`src/rtl/seq_alu_unit.sv`:
```
// seq_alu_unit: sequential ALU, single-cycle logic/arith ops plus iterative MUL.
// Define SEQ_ALU_DIVIDE_EN to add an unsigned restoring divider on FunctC 1011.
module seq_alu_unit #(
    parameter int WIDTH     = 32,
    parameter int FLAGS_REG = 1
) (
    input  logic             clk,
    input  logic             rst_n,
    input  logic             start,
    input  logic [3:0]       FunctC,
    input  logic [WIDTH-1:0] A,
    input  logic [WIDTH-1:0] B,
    output logic             busy,
    output logic             done,
    output logic [WIDTH-1:0] Final,
    output logic             Zero,
    output logic             CarryOut,
    output logic             OverFlow,
    output logic             Illegal
);

    localparam int HALF = WIDTH / 2;
    localparam int CW   = $clog2(WIDTH + 1);

    localparam logic [3:0] OP_AND = 4'b0000;
    localparam logic [3:0] OP_OR  = 4'b0001;
    localparam logic [3:0] OP_ADD = 4'b0010;
    localparam logic [3:0] OP_SUB = 4'b0110;
    localparam logic [3:0] OP_SLT = 4'b0111;
    localparam logic [3:0] OP_NOR = 4'b1100;
    localparam logic [3:0] OP_MUL = 4'b1010;
`ifdef SEQ_ALU_DIVIDE_EN
    localparam logic [3:0] OP_DIV = 4'b1011;
`endif

    typedef enum logic [1:0] {
        IDLE,
        RUN,
        DONE
    } state_t;

    state_t state;
    state_t state_nx;

    logic [3:0]       op;
    logic [WIDTH-1:0] opa;
    logic [WIDTH-1:0] opb;
    logic [CW-1:0]    cnt;
    logic [WIDTH-1:0] acc;
    logic [WIDTH-1:0] mcand;
    logic [HALF-1:0]  mplier;

    logic accept;
    logic is_mul;
    logic is_div;
    logic multi;

    logic [WIDTH:0]   add_w;
    logic [WIDTH:0]   sub_w;
    logic [WIDTH-1:0] res;
    logic             res_c;
    logic             res_v;
    logic             res_ill;

    // DONE is the result-writing cycle; done rises on the edge that leaves it
    assign busy   = (state != IDLE);
    assign accept = start && (state == IDLE);
    assign is_mul = (FunctC == OP_MUL);
    assign multi  = is_mul || is_div;
    assign Zero   = (Final == '0);

`ifdef SEQ_ALU_DIVIDE_EN
    logic [WIDTH-1:0] rem;
    logic [WIDTH-1:0] quo;
    logic [WIDTH:0]   shl;
    logic [WIDTH-1:0] dif;
    logic             dge;

    assign is_div = (FunctC == OP_DIV);
    assign shl    = {rem, quo[WIDTH-1]};
    assign dif    = shl[WIDTH-1:0] - opb;
    assign dge    = (shl >= {1'b0, opb});
`else
    assign is_div = 1'b0;
`endif

    always_ff @(posedge clk) begin
        if (!rst_n) begin
            state <= IDLE;
        end else begin
            state <= state_nx;
        end
    end

    always_comb begin
        state_nx = state;
        unique case (state)
            IDLE: begin
                if (start) begin
                    state_nx = multi ? RUN : DONE;
                end
            end
            RUN: begin
                if (cnt == CW'(1)) begin
                    state_nx = DONE;
                end
            end
            DONE: begin
                state_nx = IDLE;
            end
            default: begin
                state_nx = IDLE;
            end
        endcase
    end

    assign add_w = {1'b0, opa} + {1'b0, opb};
    assign sub_w = {1'b0, opa} + {1'b0, ~opb} + (WIDTH + 1)'(1);

    always_comb begin
        res     = '0;
        res_c   = 1'b0;
        res_v   = 1'b0;
        res_ill = 1'b0;
        unique case (op)
            OP_AND: res = opa & opb;
            OP_OR:  res = opa | opb;
            OP_NOR: res = ~(opa | opb);
            OP_ADD: begin
                res   = add_w[WIDTH-1:0];
                res_c = add_w[WIDTH];
                res_v = (opa[WIDTH-1] == opb[WIDTH-1]) &&
                        (add_w[WIDTH-1] != opa[WIDTH-1]);
            end
            OP_SUB: begin
                res   = sub_w[WIDTH-1:0];
                res_c = sub_w[WIDTH];
                res_v = (opa[WIDTH-1] != opb[WIDTH-1]) &&
                        (sub_w[WIDTH-1] != opa[WIDTH-1]);
            end
            OP_SLT: begin
                res = {{(WIDTH-1){1'b0}}, ($signed(opa) < $signed(opb))};
            end
            OP_MUL: res = acc;
`ifdef SEQ_ALU_DIVIDE_EN
            OP_DIV: begin
                res     = quo;
                res_ill = (opb == '0);
            end
`endif
            default: res_ill = 1'b1;
        endcase
    end

    always_ff @(posedge clk) begin
        if (!rst_n) begin
            op       <= '0;
            opa      <= '0;
            opb      <= '0;
            cnt      <= '0;
            acc      <= '0;
            mcand    <= '0;
            mplier   <= '0;
`ifdef SEQ_ALU_DIVIDE_EN
            rem      <= '0;
            quo      <= '0;
`endif
            done     <= 1'b0;
            Final    <= '0;
            CarryOut <= 1'b0;
            OverFlow <= 1'b0;
            Illegal  <= 1'b0;
        end else begin
            done <= (state == DONE);
            if (accept) begin
                op     <= FunctC;
                opa    <= A;
                opb    <= B;
                cnt    <= is_div ? CW'(WIDTH) : CW'(HALF);
                acc    <= '0;
                mcand  <= {{(WIDTH-HALF){1'b0}}, A[HALF-1:0]};
                mplier <= B[HALF-1:0];
`ifdef SEQ_ALU_DIVIDE_EN
                rem    <= '0;
                quo    <= A;
`endif
            end else if (state == RUN) begin
                cnt <= cnt - CW'(1);
                if (op == OP_MUL) begin
                    if (mplier[0]) begin
                        acc <= acc + mcand;
                    end
                    mcand  <= {mcand[WIDTH-2:0], 1'b0};
                    mplier <= {1'b0, mplier[HALF-1:1]};
                end
`ifdef SEQ_ALU_DIVIDE_EN
                else begin
                    // divide by zero falls out as all-ones quotient
                    rem <= dge ? dif : shl[WIDTH-1:0];
                    quo <= {quo[WIDTH-2:0], dge};
                end
`endif
            end
            if (state == DONE) begin
                Final    <= res;
                CarryOut <= res_c;
                OverFlow <= res_v;
                Illegal  <= res_ill;
            end else if ((FLAGS_REG == 0) && done) begin
                CarryOut <= 1'b0;
                OverFlow <= 1'b0;
                Illegal  <= 1'b0;
            end
        end
    end

endmodule

```
`config.mk`:
```
export PLATFORM = sky130hd
export DESIGN_NAME = seq_alu_unit
export DESIGN_NICKNAME = d
export VERILOG_FILES = /design/src/rtl/seq_alu_unit.sv
export SDC_FILE = /design/constraint.sdc
export NUM_CORES = 1
export LEC_CHECK = 0
export ABC_CLOCK_PERIOD_IN_PS = 8800
export CAP_MARGIN = 20
export CORE_MARGIN = 2
export CORE_UTILIZATION = 45
export CTS_CLUSTER_SIZE = 25
export DETAILED_ROUTE_END_ITERATION = 12
export PLACE_DENSITY = 0.75
export RECOVER_POWER = 50
export REMOVE_ABC_BUFFERS = 1
export SLEW_MARGIN = 30
export SYNTH_ARGS = -nofsm -noshare
export SYNTH_HDL_FRONTEND = slang
export SYNTH_SLANG_ARGS = --single-unit
```
`constraint.sdc`:
```
create_clock -name clk -period 8.8 [get_ports clk]
set_input_delay 1.76 -clock clk [delete_from_list [all_inputs] [get_ports clk]]
set_output_delay 1.76 -clock clk [all_outputs]
set_load 0.005 [all_outputs]
```
==> impl_metrics.tcl, run 1 <==
set metrics [dict create \
    rsz0062_at_grt "no" \
    finalCritPeriodShare_pct 53.9 \
    dieArea_um2 32400 \
    cts_buffers 17 \
    via_per_inst 6.02 \
    antenna_found_initial 0 \
    setup_viol 0 \
    rr_worst_depth 13 \
    slew_headroom_pct -37.5 \
    gr-total-overflow 0 \
    post_cts_resized 0 \
    rr_startpoint "opb[0]$_SDFFE_PN0P_" \
    path_buf_inv 1 \
    power_switching_mw 0.752 \
    synth_area_um2 14000 \
    hold_class "flip-flop to flip-flop" \
    ff2ff_setup_slack_ns 5.17 \
    hold_viol_final 0 \
    area_growth_pct 13.8 \
    maxCapViolCount 2 \
    cpLargestDelayFamily "buffers and inverters" \
    sw_frac_of_total_pct 33.7 \
    cts_tree "yes" \
    required_ns 9.18 \
    power.internal_mw 1.48 \
    critPathCaptureType "flip-flop" \
    via_count 13800 \
    root_buffer "clkbuf_16" \
    htreeDepth 4 \
    arrival_ns 5.12 \
    clk_latency_ns 0.46 \
    initialDrtViolationCount 1813 \
    holdPathEnd "mcand[27]$_SDFFE_PP0P_" \
    worst_pin_slew_ns 2.06 \
    synthDistinctLibCells 82 \
    hold_start "mcand[26]$_SDFFE_PP0P_" \
    cp_slowest_cell "clkbuf_1" \
    grt_first_pass_wirelength_um 68200 \
    place_hpwl_um 31100 \
    worstPathCellList "clkbuf_1, and2_0, a222oi_1, o211ai_1, a21oi_1, a31oi_1" \
    dr.pass1.iters 8 \
    synth.yosys.seq_area_share_pct 27.5 \
    cpPeakStageDelay_ns 1.44 \
    clock-sinks 192 \
    synth_async_sr_flop_share_pct 0 \
    core_area_um2 30600 \
    timing.hold.ws_ns 0.480 \
    fin_ws_ns 4.06 \
    ir_drop_v 0.000108 \
    skew_ns 0.0142 \
    synth-edff-count 0 \
    pwr-share-clk_pct 34.9 \
    wire_per_inst_um 18.9 \
    power_frac_comb_pct 23.0 \
    crit_type "input port to flip-flop" \
    pwr_density_cell_nw_per_um2 141 \
    drtAntennaViolNets 0 \
    synth_cells 1848 \
    yosys_most_used_dff "dfxtp_1" \
    dp_cells 2262 \
    grt_max_degree 99 \
    clk_pin_slew_worst_paths_ns 0.07 \
    final_cells 2295 \
    initial_utilization_pct 45.6 \
    drive_gt1_share_pct 4.58 \
    r2r-end "CarryOut$_SDFFE_PN0P_" \
    cts_hold_buf 0 \
    syn_avg_cell_area_um2 7.55 \
    wl_um 43400 \
    die_h_um 180 \
    period_minus_slack_ns 4.74 \
    setup_tns_ns 0 \
    post_cts_buffers 0 \
    seq_power_share_pct 42.1 \
    antennaDiodeCount 0 \
    gp_congestion 0.939 \
    io_pins 109 \
    ys_warn_count 0 \
    drc 0 \
    grt_pass1_vias 13000 \
    port_buffers 108 \
    die-width_um 180 \
    cp-start-kind "input port" \
    ys_ff_latch 192 \
    slew_violations 68 \
    critPathMaxFanout 48 \
    grtUsageTotal_pct 25.8 \
    fin_nets 2092 \
    rows 64 \
    cts_max_path_buffers 2 \
    hold_depth 2 \
    status "finished with violations" \
    dp_slack_ns 4.39 \
    fmax_ghz 0.211 \
    failed_checks "capacitance limit, slew limit" \
    p_leak_nw 6.25 \
    nFillCells 2930 \
]
## cells by family (layout without fill, tap and decap cells)
family,Yosys count,in the layout,synth area share (%)
buffers and inverters,226,277,6.12
multiplexers,34,34,2.45
AND/OR/NAND/NOR,613,613,20.1
flip-flops,192,192,27.5
XOR/XNOR,31,31,1.94
AO/OA/AOI/OAI,617,617,29.6
adder cells (fa/ha/maj),135,135,12.3
## cells in the mapped netlist (6+ instances only)
cell type,instances,share of area (%)
ha_1,132,12
buf_1,9,0.24
a31oi_1,20,0.90
or2_2,9,0.40
dfxtp_1,192,28
inv_1,114,3.1
xnor2_1,25,1.6
nor4_1,12,0.54
clkbuf_1,97,2.6
mux2i_1,33,2.4
o31ai_1,10,0.54
a221oi_1,29,1.8
nand4_1,9,0.40
a22oi_1,7,0.38
a221o_1,15,1.1
and2_1,50,2.2
xor2_1,6,0.38
a21boi_0,80,4.3
or3_1,6,0.27
and3_1,12,0.54
nor2_1,98,2.6
o21bai_1,22,1.2
nand2_1,308,8.3
a21oi_1,147,5.3
nand2b_1,20,0.90
nand3_1,30,1.1
o221ai_1,7,0.44
nor2b_1,11,0.49
o21ai_0,129,4.6
a21o_1,28,1.5
o22ai_1,8,0.36
a211oi_1,24,1.3
nor3_1,25,0.90
a22o_1,6,0.38
o211ai_1,16,0.86
o21a_1,10,0.54
## layer usage
metal / vias to the layer above / global-route usage (%) / part of all wire (%)
met5: - / 0 / 0
met4: 0 / 8.39 / 2.6
met3: 104 / 4.41 / 7.8
met2: 596 / 43.0 / 46
met1: 6498 / 34.0 / 44
li1: 6629 / - / -
## power groups by stage
stage	clock network (mW)	registers, mW	logic [mW]
detailed placement	0	0.960	0.499
finish	0.779	0.940	0.515
global route	0.818	0.945	0.561
global placement	0	0.958	0.493
CTS	0.788	0.940	0.503
floorplan	0	0.947	0.326
## per-stage QoR
stage	cell area [um^2]	power, mW	utilization [%]
floorplan	13500	1.27	-
global placement	15300	1.45	50.0
detailed placement	15300	1.46	50.0
CTS	15900	2.23	51.9
global route	15900	2.32	51.9
finish	15900	2.23	51.9
## cell usage in the layout (no fill, tap or decap), types with 7 or more instances in the layout
cell type	instances
a211oi_1	24
a21boi_0	80
a21o_1	28
a21oi_1	147
a221o_1	15
a221oi_1	29
a22oi_1	7
a31oi_1	20
and2_0	8
and2_1	41
and3_1	12
buf_4	21
clkbuf_16	17
clkdlybuf4s50_1	72
dfxtp_1	192
dlygate4sd3_1	35
ha_1	132
inv_1	114
mux2i_1	33
nand2_1	307
nand2b_1	20
nand3_1	30
nand4_1	9
nor2_1	97
nor2b_1	11
nor3_1	22
nor4_1	12
o211ai_1	16
o21a_1	10
o21ai_0	129
o21bai_1	22
o221ai_1	7
o22ai_1	8
o31ai_1	10
or2_2	9
xnor2_1	25
## how the worst max path moves through the flow
stage | from | endpoint | slack, ns | cells past startpoint
5_1_grt | rst_n | Final[30]$_SDFFE_PN0P_ | 3.78 | 6
6_report | rst_n | Final[30]$_SDFFE_PN0P_ | 4.06 | 6
4_1_cts | Final[24]$_SDFFE_PN0P_ | Zero | 4.61 | 4
2_1_floorplan | op[1]$_SDFFE_PN0P_ | acc[8]$_SDFFE_PP0P_ | 3.84 | 6
3_3_place_gp | start | acc[30]$_SDFFE_PP0P_ | 4.45 | 8
3_5_place_dp | start | acc[30]$_SDFFE_PP0P_ | 4.39 | 8
## worst min-delay path, delay by kind of cell (launching register included)
kind | cells | cell delay (ns)
AOI/OAI and AO/OA | 1 | 0.05
DFF | 1 | 0.33
and+or+nand+nor | 1 | 0.06
## flip-flops by register name, indices dropped and copies added (netlist names)
| signal | cells |
|---|---|
| OverFlow | 1 |
| done | 1 |
| state | 2 |
| op | 4 |
| mplier | 16 |
| Final | 32 |
| Illegal | 1 |
| opb | 32 |
| cnt | 6 |
| CarryOut | 1 |
| opa | 32 |
| mcand | 32 |
| acc | 32 |
## area by class of cell
| class | instances | area (um^2) | share of cell area (%) |
|---|---|---|---|
| Clock buffer | 17 | 425 | 2.68 |
| Timing Repair Buffer | 130 | 1260 | 7.93 |
| Tap cell | 396 | 495 | 3.12 |
| Clock inverter | 15 | 144 | 0.906 |
| Inverter | 115 | 432 | 2.72 |
| Sequential cell | 192 | 3840 | 24.2 |
| Multi-Input combinational cell | 1430 | 9290 | 58.5 |
No activity file was read; power rests on OpenSTA's default activity.
==> inputs of run 2 (changes only) <==
Settings changed: ABC_CLOCK_PERIOD_IN_PS 8800 to 5000.
Clock period 8.8 ns to 5 ns, I/O delays scaled along.
==> impl_metrics.tcl, run 2 (synthesized netlist as in run 1, its figures left out) <==
set metrics [dict create \
    final-seq-area_um2 3840 \
    mostFrequentLayoutCells "nand2_1 (308), dfxtp_1 (192), a21oi_1 (147), ha_1 (132), o21ai_0 (129)" \
    place_hpwl_um 31900 \
    final_core_util_pct 52.1 \
    cts_tree "yes" \
    wl_um 44900 \
    required_ns 5.37 \
    mostFrequentLayoutCell "nand2_1" \
    maxCapViolCount 3 \
    path_buf_inv 2 \
    period_minus_slack_ns 3.92 \
    post_cts_buffers 0 \
    initial_utilization_pct 45.6 \
    pwr_density_cell_nw_per_um2 254 \
    cp_slowest_cell "clkbuf_1" \
    via_count 14000 \
    antenna_found_initial 0 \
    dp_slack_ns 1.45 \
    gr-total-overflow 0 \
    fmax_ghz 0.255 \
    gp_congestion 0.919 \
    hold_start "acc[8]$_SDFFE_PP0P_" \
    crit_type "input port to flip-flop" \
    via_per_inst 6.09 \
    multi_input_area_um2 9300 \
    arrival_ns 4.29 \
    r2r-end "CarryOut$_SDFFE_PN0P_" \
    status "finished with violations" \
    p_leak_nw 6.18 \
    cp-start-kind "input port" \
    slew_violations 205 \
    hold_class "flip-flop to flip-flop" \
    antennaDiodeCount 0 \
    ff2ff_setup_slack_ns 1.29 \
    core_area_um2 30600 \
    cts_buffers 17 \
    cts_hold_buf 0 \
    holdPathEnd "acc[8]$_SDFFE_PP0P_" \
    fin_nets 2093 \
    critPathCaptureType "flip-flop" \
    setup_viol 0 \
    post_cts_resized 0 \
    clk_pin_slew_worst_paths_ns 0.08 \
    htreeDepth 4 \
    wire_per_inst_um 19.6 \
    worstPathCellList "clkbuf_1, nand2_1, clkbuf_1, nor4b_1, a31oi_1, o311ai_1" \
    rsz0062_at_grt "no" \
    cpMostUsedCell "clkbuf_1" \
    clk_latency_ns 0.46 \
    ir_drop_v 0.000248 \
    rows 64 \
    slew_headroom_pct -21.2 \
    finalCritPeriodShare_pct 78.3 \
    die-width_um 180 \
    die_h_um 180 \
    grt_first_pass_wirelength_um 71300 \
    failed_checks "capacitance limit, slew limit" \
    nFillCells 2943 \
    p_total_mw 4.05 \
    dieArea_um2 32400 \
    grtUsageTotal_pct 26.9 \
    dr.pass1.iters 6 \
    postPlaceCellArea_um2 15300 \
    io_pins 109 \
    hold_depth 2 \
    drc 0 \
    clock-sinks 192 \
    cpLargestDelayFamily "buffers and inverters" \
    grt_pass1_vias 13400 \
    hold_viol_final 0 \
    drive_gt1_share_pct 4.42 \
    root_buffer "clkbuf_16" \
    port_buffers 108 \
    drtAntennaViolNets 0 \
    cts_max_path_buffers 2 \
    worst_pin_slew_ns 1.82 \
    cpPeakStageDelay_ns 1.27 \
    initialDrtViolationCount 1628 \
    fin_ws_ns 1.08 \
    rr_worst_depth 12 \
    setup_tns_ns 0 \
    rr_startpoint "opb[0]$_SDFFE_PN0P_" \
    critPathMaxFanout 44 \
    grt_max_degree 99 \
    skew_ns 0.0129 \
    stdcell_area_um2 15900 \
    area_growth_pct 14.1 \
]
## run 2: how the worst max path moves through the flow
stage	start	cells past startpoint	slack (ns)	endpoint
floorplan	op[1]$_SDFFE_PN0P_	6	0.04	acc[8]$_SDFFE_PP0P_
global placement	opb[0]$_SDFFE_PN0P_	12	1.55	Final[30]$_SDFFE_PN0P_
detailed placement	opb[0]$_SDFFE_PN0P_	12	1.45	CarryOut$_SDFFE_PN0P_
CTS	opb[0]$_SDFFE_PN0P_	12	1.41	CarryOut$_SDFFE_PN0P_
global route	rst_n	6	0.82	acc[30]$_SDFFE_PP0P_
finish	rst_n	6	1.08	acc[30]$_SDFFE_PP0P_
## run 2: metal layers
layer | wire length (um) | share of wire (%) | GRT usage [%] | vias up
li1 | - | - | - | 6635
met1 | 19300 | 43 | 35.0 | 6593
met2 | 20600 | 46 | 44.6 | 626
met3 | 3680 | 8.2 | 4.97 | 124
met4 | 1320 | 2.9 | 10.1 | 0
met5 | 0 | 0 | 0 | -
## run 2: where the power goes
group,leakage [nW],internal [mW],switching (mW)
sequential,1.56,1.59,0.0658
clock,0.288,0.799,0.679
combinational,4.33,0.358,0.558
total,6.18,2.75,1.30
## run 2: through the flow
step                hold WS (ns)  cells
floorplan                  0.448   1737
global placement           0.460   2263
detailed placement         0.468   2263
CTS                        0.476   2295
global route               0.501   2296
finish                     0.477   2296
## run 2: worst min-delay path: stages (launching register included)
cell	delay (ns)
dfxtp_1	0.33
nand2_1	0.06
a21oi_1	0.05
## run 2: cell type report
cell class | count | share of cell area, %
inverters | 115 | 2.71
well taps | 396 | 3.11
clock buffers | 19 | 2.72
repair buffers | 131 | 7.85
multi-input cells | 1430 | 58.4
clock inverters | 13 | 1.10
flip-flops and latches | 192 | 24.1
==> inputs of run 3 (changes only) <==
Settings changed: ABC_CLOCK_PERIOD_IN_PS 5000 to 3500, PLACE_DENSITY 0.75 to 0.78.
Clock period 5 ns to 3.5 ns, I/O delays scaled along.
==> impl_metrics.tcl, run 3 (synthesized netlist as in run 1, its figures left out) <==
set metrics [dict create \
    wl_um 44700 \
    postPlaceCellArea_um2 15500 \
    maxCapViolCount 1 \
    met1_usage_pct 35.2 \
    via_per_inst 6.05 \
    setup_viol 0 \
    antenna_found_initial 0 \
    fin_ws_ns 0.148 \
    cts_max_path_buffers 2 \
    drc 0 \
    worst_pin_slew_ns 1.67 \
    drtAntennaViolNets 0 \
    via_count 14000 \
    slew_violations 43 \
    grt.met3_usage_pct 5.38 \
    gr-total-overflow 0 \
    pwr_density_cell_nw_per_um2 352 \
    core_area_um2 30600 \
    p_leak_nw 6.37 \
    hold_class "flip-flop to flip-flop" \
    fin_nets 2113 \
    crit_type "flip-flop to flip-flop" \
    clk_pin_slew_worst_paths_ns 0.08 \
    critPathMaxFanout 4 \
    grt_pass1_vias 13600 \
    root_buffer "clkbuf_16" \
    cp-start-kind "flip-flop" \
    initial_utilization_pct 45.6 \
    area_growth_pct 15.2 \
    status "finished with violations" \
    drive_gt1_share_pct 5.68 \
    use_met2_pct 44.6 \
    critPathCaptureType "flip-flop" \
    finalCritPeriodShare_pct 95.8 \
    arrival_ns 3.72 \
    ff2ff_setup_slack_ns 0.15 \
    htreeDepth 4 \
    failed_checks "capacitance limit, slew limit" \
    clk_latency_ns 0.46 \
    rows 64 \
    initialDrtViolationCount 1412 \
    grtUsageTotal_pct 27.2 \
    die_h_um 180 \
    ir_drop_v 0.000328 \
    required_ns 3.87 \
    die-width_um 180 \
    stdcell_area_um2 16100 \
    clock-sinks 192 \
    grt_most_used_layer "met2" \
    dieArea_um2 32400 \
    mostFrequentLayoutCells "nand2_1 (307), dfxtp_1 (192), a21oi_1 (146), ha_1 (132), o21ai_0 (129)" \
    dr.pass1.iters 5 \
    nFillCells 2903 \
    setup_tns_ns 0 \
    cts_buffers 17 \
    grt_first_pass_wirelength_um 72100 \
    port_buffers 108 \
    period_minus_slack_ns 3.35 \
    io_pins 109 \
    gp_congestion 0.966 \
    post_cts_buffers 0 \
    mostFrequentLayoutCell "nand2_1" \
    hold_viol_final 0 \
    skew_ns 0.0128 \
    cts_hold_buf 0 \
    slew_headroom_pct -11.3 \
    rsz0062_at_grt "no" \
    post_cts_resized 0 \
    fmax_ghz 0.298 \
    p_total_mw 5.67 \
    antennaDiodeCount 0 \
    dp_slack_ns 0.194 \
    cts_tree "yes" \
    place_hpwl_um 33300 \
    grt_max_degree 73 \
    wire_per_inst_um 19.3 \
    timing.hold.ws_ns 0.475 \
]
==> run 3: cell count changes in the layout (fill, tap and decap cells not counted), moves of 3 or more <==
cell / delta
buf_4: +21
clkdlybuf4s50_1: -21
dlygate4sd3_1: +21
and2_1: +7
and2_0: -5
clkbuf_1: -4
bufinv_16: -3
==> run 3: layer usage <==
metal,share of wire [%],up-vias
met1,43,6665
met3,7.7,106
met5,0,-
met4,3.3,0
li1,-,6662
met2,46,587
==> run 3: area by class of cell <==
class                      instances  area (um^2)  area share [%]
clock buffer                      19          453            2.82
timing repair buffer             151         1410            8.79
multi-input combinational       1430         9310            57.9
clock inverter                    13          138           0.856
inverter                         115          432            2.68
tap                              396          495            3.08
sequential                       192         3840            23.9
==> run 3: per-stage QoR <==
step,instances,utilization [%]
after floorplan,1737,-
final,2316,52.6
after CTS,2316,52.6
after detailed placement,2284,50.7
after global routing,2316,52.6
after global placement,2284,50.7
==> run 3: final timing paths <==
check | cells after the start | start | end
max | 11 | opb[1]$_SDFFE_PN0P_ | Final[29]$_SDFFE_PN0P_
max reg2reg | 11 | opb[1]$_SDFFE_PN0P_ | Final[29]$_SDFFE_PN0P_
min | 2 | acc[29]$_SDFFE_PP0P_ | acc[29]$_SDFFE_PP0P_
min reg2reg | 2 | acc[29]$_SDFFE_PP0P_ | acc[29]$_SDFFE_PP0P_
==> run 3: report_power, final <==
part	leakage (nW)	internal, mW	total (mW)	switching [mW]
clock	0.289	0.992	1.98	0.988
sequential	1.56	2.27	2.36	0.0919
combinational	4.52	0.529	1.33	0.799
==> run 3: critical path, cell delays in order, from the launching register on <==
cell	delay, ns
dfxtp_1	0.45
inv_1	0.14
ha_1	0.33
a211oi_1	0.30
o21bai_1	0.19
o211ai_1	0.42
nand3b_1	0.21
and3_1	0.24
or4_1	0.46
o311ai_0	0.14
a221oi_1	0.18
nor3b_1	0.22
